===== src/rtl/chorus_mod_ctrl.sv =====
// Chorus/delay modulation and enable sequencer: triangle-modulated delay time
// between run-time bounds, plus a per-sample wet-level fade for enable/disable.
module chorus_mod_ctrl #(
  parameter int TWIDTH = 11,
  parameter int RWIDTH = 8
) (
  input  logic              clk_i,
  input  logic              rst_n_i,
  input  logic              sample_tick_i,
  input  logic              enable_i,
  input  logic [7:0]        level_i,
  input  logic [RWIDTH-1:0] rate_i,
  input  logic [TWIDTH-1:0] min_time_i,
  input  logic [TWIDTH-1:0] max_time_i,
  output logic [TWIDTH-1:0] time_o,
  output logic [7:0]        level_o,
  output logic              bypass_o,
  output logic              dir_o
);

  typedef enum logic [1:0] {
    ST_BYPASS   = 2'd0,
    ST_FADE_IN  = 2'd1,
    ST_RUN      = 2'd2,
    ST_FADE_OUT = 2'd3
  } state_e;

  localparam logic [TWIDTH-1:0] TIME_MAX = {TWIDTH{1'b1}};
  localparam logic [TWIDTH-1:0] TIME_ONE = TWIDTH'(1);
  localparam logic [RWIDTH-1:0] CNT_ONE  = RWIDTH'(1);

  state_e             state_q, state_d;
  logic [RWIDTH-1:0]  cnt_q, cnt_d;
  logic [TWIDTH-1:0]  time_q, time_d;
  logic [7:0]         level_q, level_d;
  logic               bypass_q, bypass_d;
  logic               dir_q, dir_d;
  logic               step_en_s;
  logic [TWIDTH-1:0]  time_inc_s;
  logic [TWIDTH-1:0]  time_dec_s;

  // Rate divider: a time step is due when the counter matches rate_i.
  always_comb begin
    step_en_s = (cnt_q == rate_i);
    cnt_d     = cnt_q;
    if (sample_tick_i) begin
      if (step_en_s) begin
        cnt_d = '0;
      end else begin
        cnt_d = cnt_q + CNT_ONE;
      end
    end else begin
      cnt_d = cnt_q;
    end
  end

  // Enable sequencer; an enable edge wins over a fade completing in the same clk.
  always_comb begin
    state_d = state_q;
    case (state_q)
      ST_BYPASS: begin
        if (enable_i) begin
          state_d = ST_FADE_IN;
        end else begin
          state_d = ST_BYPASS;
        end
      end
      ST_FADE_IN: begin
        if (!enable_i) begin
          state_d = ST_FADE_OUT;
        end else if (level_q == level_i) begin
          state_d = ST_RUN;
        end else begin
          state_d = ST_FADE_IN;
        end
      end
      ST_RUN: begin
        if (!enable_i) begin
          state_d = ST_FADE_OUT;
        end else begin
          state_d = ST_RUN;
        end
      end
      ST_FADE_OUT: begin
        if (enable_i) begin
          state_d = ST_FADE_IN;
        end else if (level_q == 8'd0) begin
          state_d = ST_BYPASS;
        end else begin
          state_d = ST_FADE_OUT;
        end
      end
      default: begin
        state_d = ST_BYPASS;
      end
    endcase
    bypass_d = (state_d == ST_BYPASS);
  end

  // Wet level slews one LSB per sample toward its target.
  always_comb begin
    level_d = level_q;
    if (state_q == ST_BYPASS) begin
      level_d = 8'd0;
    end else if (sample_tick_i) begin
      if (state_q == ST_FADE_OUT) begin
        if (level_q != 8'd0) begin
          level_d = level_q - 8'd1;
        end else begin
          level_d = level_q;
        end
      end else if (level_q < level_i) begin
        level_d = level_q + 8'd1;
      end else if (level_q > level_i) begin
        level_d = level_q - 8'd1;
      end else begin
        level_d = level_q;
      end
    end else begin
      level_d = level_q;
    end
  end

  // Saturating neighbours so the time bus can never wrap.
  always_comb begin
    time_inc_s = (time_q == TIME_MAX) ? time_q : (time_q + TIME_ONE);
    time_dec_s = (time_q == '0) ? time_q : (time_q - TIME_ONE);
  end

  // Triangle modulation; bound clamps take priority over stepping.
  always_comb begin
    time_d = time_q;
    dir_d  = dir_q;
    if (state_q == ST_BYPASS) begin
      time_d = min_time_i;
      dir_d  = 1'b1;
    end else if (sample_tick_i) begin
      if (min_time_i >= max_time_i) begin
        time_d = min_time_i;
      end else if (time_q > max_time_i) begin
        time_d = max_time_i;
        dir_d  = 1'b0;
      end else if (time_q < min_time_i) begin
        time_d = min_time_i;
        dir_d  = 1'b1;
      end else if (step_en_s) begin
        if (dir_q) begin
          time_d = time_inc_s;
          dir_d  = (time_inc_s >= max_time_i) ? 1'b0 : 1'b1;
        end else begin
          time_d = time_dec_s;
          dir_d  = (time_dec_s <= min_time_i) ? 1'b1 : 1'b0;
        end
      end else begin
        time_d = time_q;
      end
    end else begin
      time_d = time_q;
    end
  end

  // State and output registers.
  always_ff @(posedge clk_i or negedge rst_n_i) begin
    if (!rst_n_i) begin
      state_q  <= ST_BYPASS;
      cnt_q    <= '0;
      time_q   <= '0;
      level_q  <= 8'd0;
      bypass_q <= 1'b1;
      dir_q    <= 1'b1;
    end else begin
      state_q  <= state_d;
      cnt_q    <= cnt_d;
      time_q   <= time_d;
      level_q  <= level_d;
      bypass_q <= bypass_d;
      dir_q    <= dir_d;
    end
  end

  assign time_o   = time_q;
  assign level_o  = level_q;
  assign bypass_o = bypass_q;
  assign dir_o    = dir_q;

endmodule

===== config.mk =====
export PLATFORM = sky130hd
export DESIGN_NAME = chorus_mod_ctrl
export DESIGN_NICKNAME = d
export VERILOG_FILES = /design/src/rtl/chorus_mod_ctrl.sv
export SDC_FILE = /design/constraint.sdc
export NUM_CORES = 1
export LEC_CHECK = 0
export ABC_AREA = 0
export ABC_CLOCK_PERIOD_IN_PS = 4900
export CORE_MARGIN = 8
export CORE_UTILIZATION = 40
export DETAILED_ROUTE_END_ITERATION = 7
export PLACE_DENSITY = 0.72
export REMOVE_ABC_BUFFERS = 1
export SLEW_MARGIN = 20
export SYNTH_ARGS = -nofsm -noshare
export SYNTH_HDL_FRONTEND = slang
export SYNTH_SLANG_ARGS = --single-unit

===== constraint.sdc =====
create_clock -name clk_i -period 4.9 [get_ports clk_i]
set_input_delay 1.225 -clock clk_i [delete_from_list [all_inputs] [get_ports clk_i]]
set_output_delay 1.225 -clock clk_i [all_outputs]
set_load 0.005 [all_outputs]

; ---- Yosys cells after proc, flatten, opt, wreduce, memory -nomap -nowiden
; Cells that the tools add are included.
; Widths: inputs -> output; s select.
[word_totals]
out_inout_bits = 21
wordCells = 70
latchBits = 0
inputBits = 42
mem_count = 0
rom_bits = 0
ff_bits = 31
mem_bits_rw = 0
[op_classes]
eq_ne = 8
bitwise_logic = 0
reduce_logical = 12
n_mul = 0
div = 0
muxes = 32
shift = 0
n_addsub = 5
order_cmp = 7
[ops]
columns = op, n
row1 = $mux 11, 9
row2 = $mux 8, 7
row3 = $ge 11x11->1, 2
row4 = $add 8x1->8 const B, 2
row5 = $eq 8x8->1, 2
row6 = $add 11x1->11 const B, 1
row7 = $eq 11x11->1 const B, 1
row8 = $gt 11x11->1, 1
row9 = $le 11x11->1, 1
row10 = $logic_not 11->1, 1
row11 = $lt 11x11->1, 1
row12 = $mux 1, 11
row13 = $sub 11x1->11 const B, 1
row14 = $gt 8x8->1, 1
row15 = $logic_not 8->1, 1
row16 = $lt 8x8->1, 1
row17 = $mux 2, 4
row18 = $pmux 2 s4, 1
row19 = $reduce_bool 4->1, 2
row20 = $reduce_bool 8->1, 1
row21 = $sub 8x1->8 const B, 1
row22 = $reduce_and 3->1, 2
row23 = $reduce_bool 5->1, 1
row24 = $eq 2x2->1 const B, 2
row25 = 6 further kinds, 7

; ---- Depth between registers and ports, before layout
[depth]
word_depth = 11
mapped_depth = 16
ltp_nobuf = 14

; ---- Worst setup path after synthesis
; No wires, ideal clock.
[synth_path]
path_type = register to register
startpoint = reg time_q[1] (netlist: time_o[1])
endpoint = reg dir_q (netlist: dir_o)
stages_incl_launch_ff = 16
path_buffers = 2
t_required_ns = 4.821
slack_ns = 1.461
synth_period_minus_slack_ns = 3.439
arrival_ns = 3.360
setup_ns = 0.079
path_cell_list = dfrtp_1 clkbuf_1 inv_1 ha_1 or3b_2 buf_2 nor3_1 mux2i_1 ha_1 a21o_1 a21o_1 a211oi_1 a2bb2oi_1 a21oi_1 a31o_2 o21ai_0
[synth_via]
elab_chain_len = 11
word_cells_on_any_way = 21
classes_between = add/sub: 2 / order compare: 4 / eq/ne: 1 / mux: 11 / reduce/logical: 3
[synth_lines]
columns = element, line_no
row1 = start: declaration, 34  ; logic [TWIDTH-1:0] time_q, time_d;
row2 = start signal: assignment, 174  ; time_q <= time_d;
row3 = $sub 11x1->11 (tied with other cells), 127  ; time_dec_s = (time_q == '0) ? time_q : (time_q - TIME_ONE);
row4 = $mux 11 (on tied branches), "127, 126"
row5 = $le 11x11->1 or $ge 11x11->1 (tied branches), "152, 149"
row6 = $mux 1 (on tied branches), "152, 149"
row7 = $mux 1, 147  ; if (dir_q) begin
row8 = $mux 1, 146  ; end else if (step_en_s) begin
row9 = $mux 1, 143  ; end else if (time_q < min_time_i) begin
row10 = $mux 1, 140  ; end else if (time_q > max_time_i) begin
row11 = $mux 1, 138  ; if (min_time_i >= max_time_i) begin
row12 = $mux 1, 137  ; end else if (sample_tick_i) begin
row13 = $mux 1, 134  ; if (state_q == ST_BYPASS) begin
row14 = end signal: assignment, 177  ; dir_q <= dir_d;
row15 = end: declaration, 37  ; logic dir_q, dir_d;
; Parallel ways exist; a longest one is shown, timed or not. The select of a mux whose other input is x is not followed.
; A chain may end at the register's enable or synchronous reset.

; ---- Worst setup path after layout
[layout_path]
startpoint = reg time_q[0] (netlist: time_o[0])
endpoint = reg dir_q (netlist: dir_o)
; The elaborated chain is that of the path after synthesis.

==> flow_metrics.env <==
export IMPL_hold_path_class="reg -> reg"
export IMPL_final_cells=713
export IMPL_dp_cells=705
export IMPL_ys_seq_area_share_pct=18.5
export IMPL_clk_insertion_delay_late_ps=290
export IMPL_fin_total_pwr_w=0.00291
export IMPL_cts_setup_buffers=0
export IMPL_max_freq_ghz=0.248
export IMPL_cp_slowest_stage_delay_ps=600
export IMPL_grt_pass1_vias=4275
export IMPL_first_pass_iters=5
export IMPL_maxSlewViolCount=0
export IMPL_setup_tns_ps=0
export IMPL_wirelength_um=13100
export IMPL_ys_ff_latch=31
export IMPL_gp_congestion=0.961
export IMPL_synthAdderAreaFrac_pct=21.7
export IMPL_multi_input_area_mm2=0.00317
export IMPL_die_area_mm2=0.0141
export IMPL_rsz0062_at_grt="false"
export IMPL_vias=4281
export IMPL_cts_resized=0
export IMPL_cp_end_kind="flip-flop"
export IMPL_hold_viol=0
export IMPL_synth_xor_area_share_pct=4.99
export IMPL_post_route_min_period_ps=4030
export IMPL_maxCapViolCount=0
export IMPL_ir_worst_vdd_uv=225
export IMPL_cp_cell_sequence="inv_1 -> ha_1 -> or3b_2 -> nor3_1 -> mux2i_1 -> ha_1 -> nand4_1 -> nor2_1 -> a211oi_1 -> a2bb2oi_1 -> a21oi_1 -> a31o_2 -> o21ai_0"
export IMPL_synthesis_area_mm2=0.00421
export IMPL_port_buffers=62
export IMPL_start_util_pct=41.0
export IMPL_grt_max_degree=32
export IMPL_synthTopCellsByArea="ha_1, dfrtp_1, o21ai_0"
export IMPL_worstPathRequired_ps=5110
export IMPL_muxShareOfSynthArea_pct=3.21
export IMPL_cts_root_buf="clkbuf_8"
export IMPL_yosys_cell_types_count=69
export IMPL_fin_nets=691
export IMPL_clk_path_buf_depth=2
export IMPL_routedWlPerCell_um=18.4
export IMPL_fill_cells=1000
export IMPL_critPathSlowestCell="or3b_2"
export IMPL_postCtsHoldBufs=0
export IMPL_die_h_um=119
export IMPL_syn_inst=530
export IMPL_route_detailed_drc=0
export IMPL_yosys_warnings=0
export IMPL_startpoint_type="flip-flop"
export IMPL_h_tree_depth=2
export IMPL_pin_count=63
export IMPL_synth_edff_count=0
export IMPL_crit_fanout=12
export IMPL_setup_viol_count_final=0
export IMPL_synthTopCellsByCount="ha_1, inv_1, nand2_1"
export IMPL_grt_ovfl_total=0
export IMPL_avgSynthCellArea_um2=7.95
export IMPL_netlist_area_leader_share_pct=21.7
export IMPL_core_mm2=0.0103
export IMPL_antenna_found_initial=0
export IMPL_status="finished clean"
export IMPL_cts_tree="done"
export IMPL_seq_area_um2=778
export IMPL_drive_above_1_share_pct=5.03
export IMPL_die_x_um=119
export IMPL_dp_hpwl_um=10200
export IMPL_synth_simple_gate_area_share_pct=21.2
export IMPL_worst_endpoint_arrival_ps=4240
export IMPL_clkSinkCount=31
export IMPL_numCtsBuffers=5
export IMPL_cp_common_cell="ha_1"
export IMPL_powerDensity_mw_per_mm2=581
export IMPL_rows=37
export IMPL_cp_top_family="simple AND/OR/NAND/NOR gates"
export IMPL_critical_path_buf_inv_count=1
export IMPL_detail_route_iter0_violations=250
export IMPL_grt_pass1_wl_um=21200
export IMPL_synth_top_area_cell="ha_1"
export IMPL_async_flop_share_pct=100
export IMPL_drtAntennaViolNets=0
export IMPL_antenna_cells=0
export IMPL_clkTransAtPathRegs_ps=70
export IMPL_maxSlewHeadroom_pct=37.5
export IMPL_power_leakage_nw=2.24
export IMPL_synth_compound_area_share_pct=24.0
export IMPL_timing_final_crit_share_pct=82.2
export IMPL_area_growth_pct=19.0
export IMPL_ys_flop_type="dfrtp_1"
export IMPL_worst_pin_slew_ps=938
export IMPL_fin_skew_ps=8.94
export IMPL_criticalPathCategory="reg -> reg"
export IMPL_synth_top_family_by_area="compound AO/OA/AOI/OAI gates"
export IMPL_vias_per_cell=6.00
export IMPL_yosysMostFrequentCell="ha_1"
export IMPL_grtUsageTotal_pct=18.1
cell families (layout without fill, tap and decap cells):
kind of cell | Yosys count | count (layout)
AND/OR/NAND/NOR | 172 | 172
flip-flops | 31 | 31
buffers and inverters | 67 | 114
adder cells (fa/ha/maj) | 73 | 73
AO/OA/AOI/OAI | 150 | 150
XOR/XNOR | 24 | 24
multiplexers | 13 | 13
worst paths after layout:
kind	to	slack, ps	start	depth (start not counted)
setup / recovery	dir_o	870	time_o[0]	13
hold / removal	cnt_q[4]	520	cnt_q[4]	1
setup reg to reg	dir_o	870	time_o[0]	13
hold reg to reg	cnt_q[4]	520	cnt_q[4]	1
max in group asynchronous	dir_o	3230	rst_n_i	2
min in group asynchronous	state_q[1]	1340	rst_n_i	2
cell type report:
type / count / area share [%]
well taps: 136 / 3.39
flip-flops and latches: 31 / 15.5
inverters: 40 / 2.99
repair buffers: 66 / 13.0
clock buffers: 8 / 2.00
multi-input cells: 432 / 63.1
flip-flops by register name (all words and copies together) (netlist names):
register,count
level_o,8
bypass_o,1
state_q,2
dir_o,1
time_o,11
cnt_q,8
where the power goes:
group / total [W] / leakage [nW] / internal [W] / switching, W
clock: 0.000228 / 0.0515 / 0.000128 / 0.0000994
combinational: 0.00197 / 1.81 / 0.000912 / 0.00106
sequential: 0.000712 / 0.384 / 0.000379 / 0.000333
total: 0.00291 / 2.24 / 0.00142 / 0.00150
metal layers:
layer | share of wire, % | track usage (%) | wire (um) | vias up
met5 | 0 | 0 | 0 | -
met4 | 3.1 | 7.75 | 402 | 0
met3 | 5.3 | 3.24 | 697 | 28
met2 | 47 | 30.0 | 6140 | 152
met1 | 45 | 22.6 | 5880 | 2034
li1 | - | - | - | 2067
through the flow:
| step | util, % | hold WS (ps) | instance area, um^2 | worst slack [ps] |
|---|---|---|---|---|
| floorplan | - | 488 | 4090 | 1480 |
| global placement | 47.8 | 519 | 4910 | 644 |
| detailed placement | 47.8 | 520 | 4910 | 679 |
| CTS | 48.8 | 529 | 5010 | 908 |
| global route | 48.8 | 569 | 5010 | 632 |
| finish | 48.8 | 523 | 5010 | 872 |
cell usage in the layout (no fill, tap or decap), drive strengths merged, types with 4 or more instances in the layout:
cell type and instances:
nor2 36, clkdlybuf4s50 62, nor4 8, xor2 7
nand3 17, ha 73, and3 5, or3 4
a31oi 6, buf 4, nand2 39, o22ai 5
o21ai 38, inv 40, nor3 13, mux2 4
a21o 10, xnor2 17, a21oi 34, a211oi 4
o31ai 7, mux2i 9, nor2b 9, nand2b 4
and2 8, o21a 4, clkbuf 8, nand4 15
dfrtp 29
No activity file was read; power rests on OpenSTA's default activity.
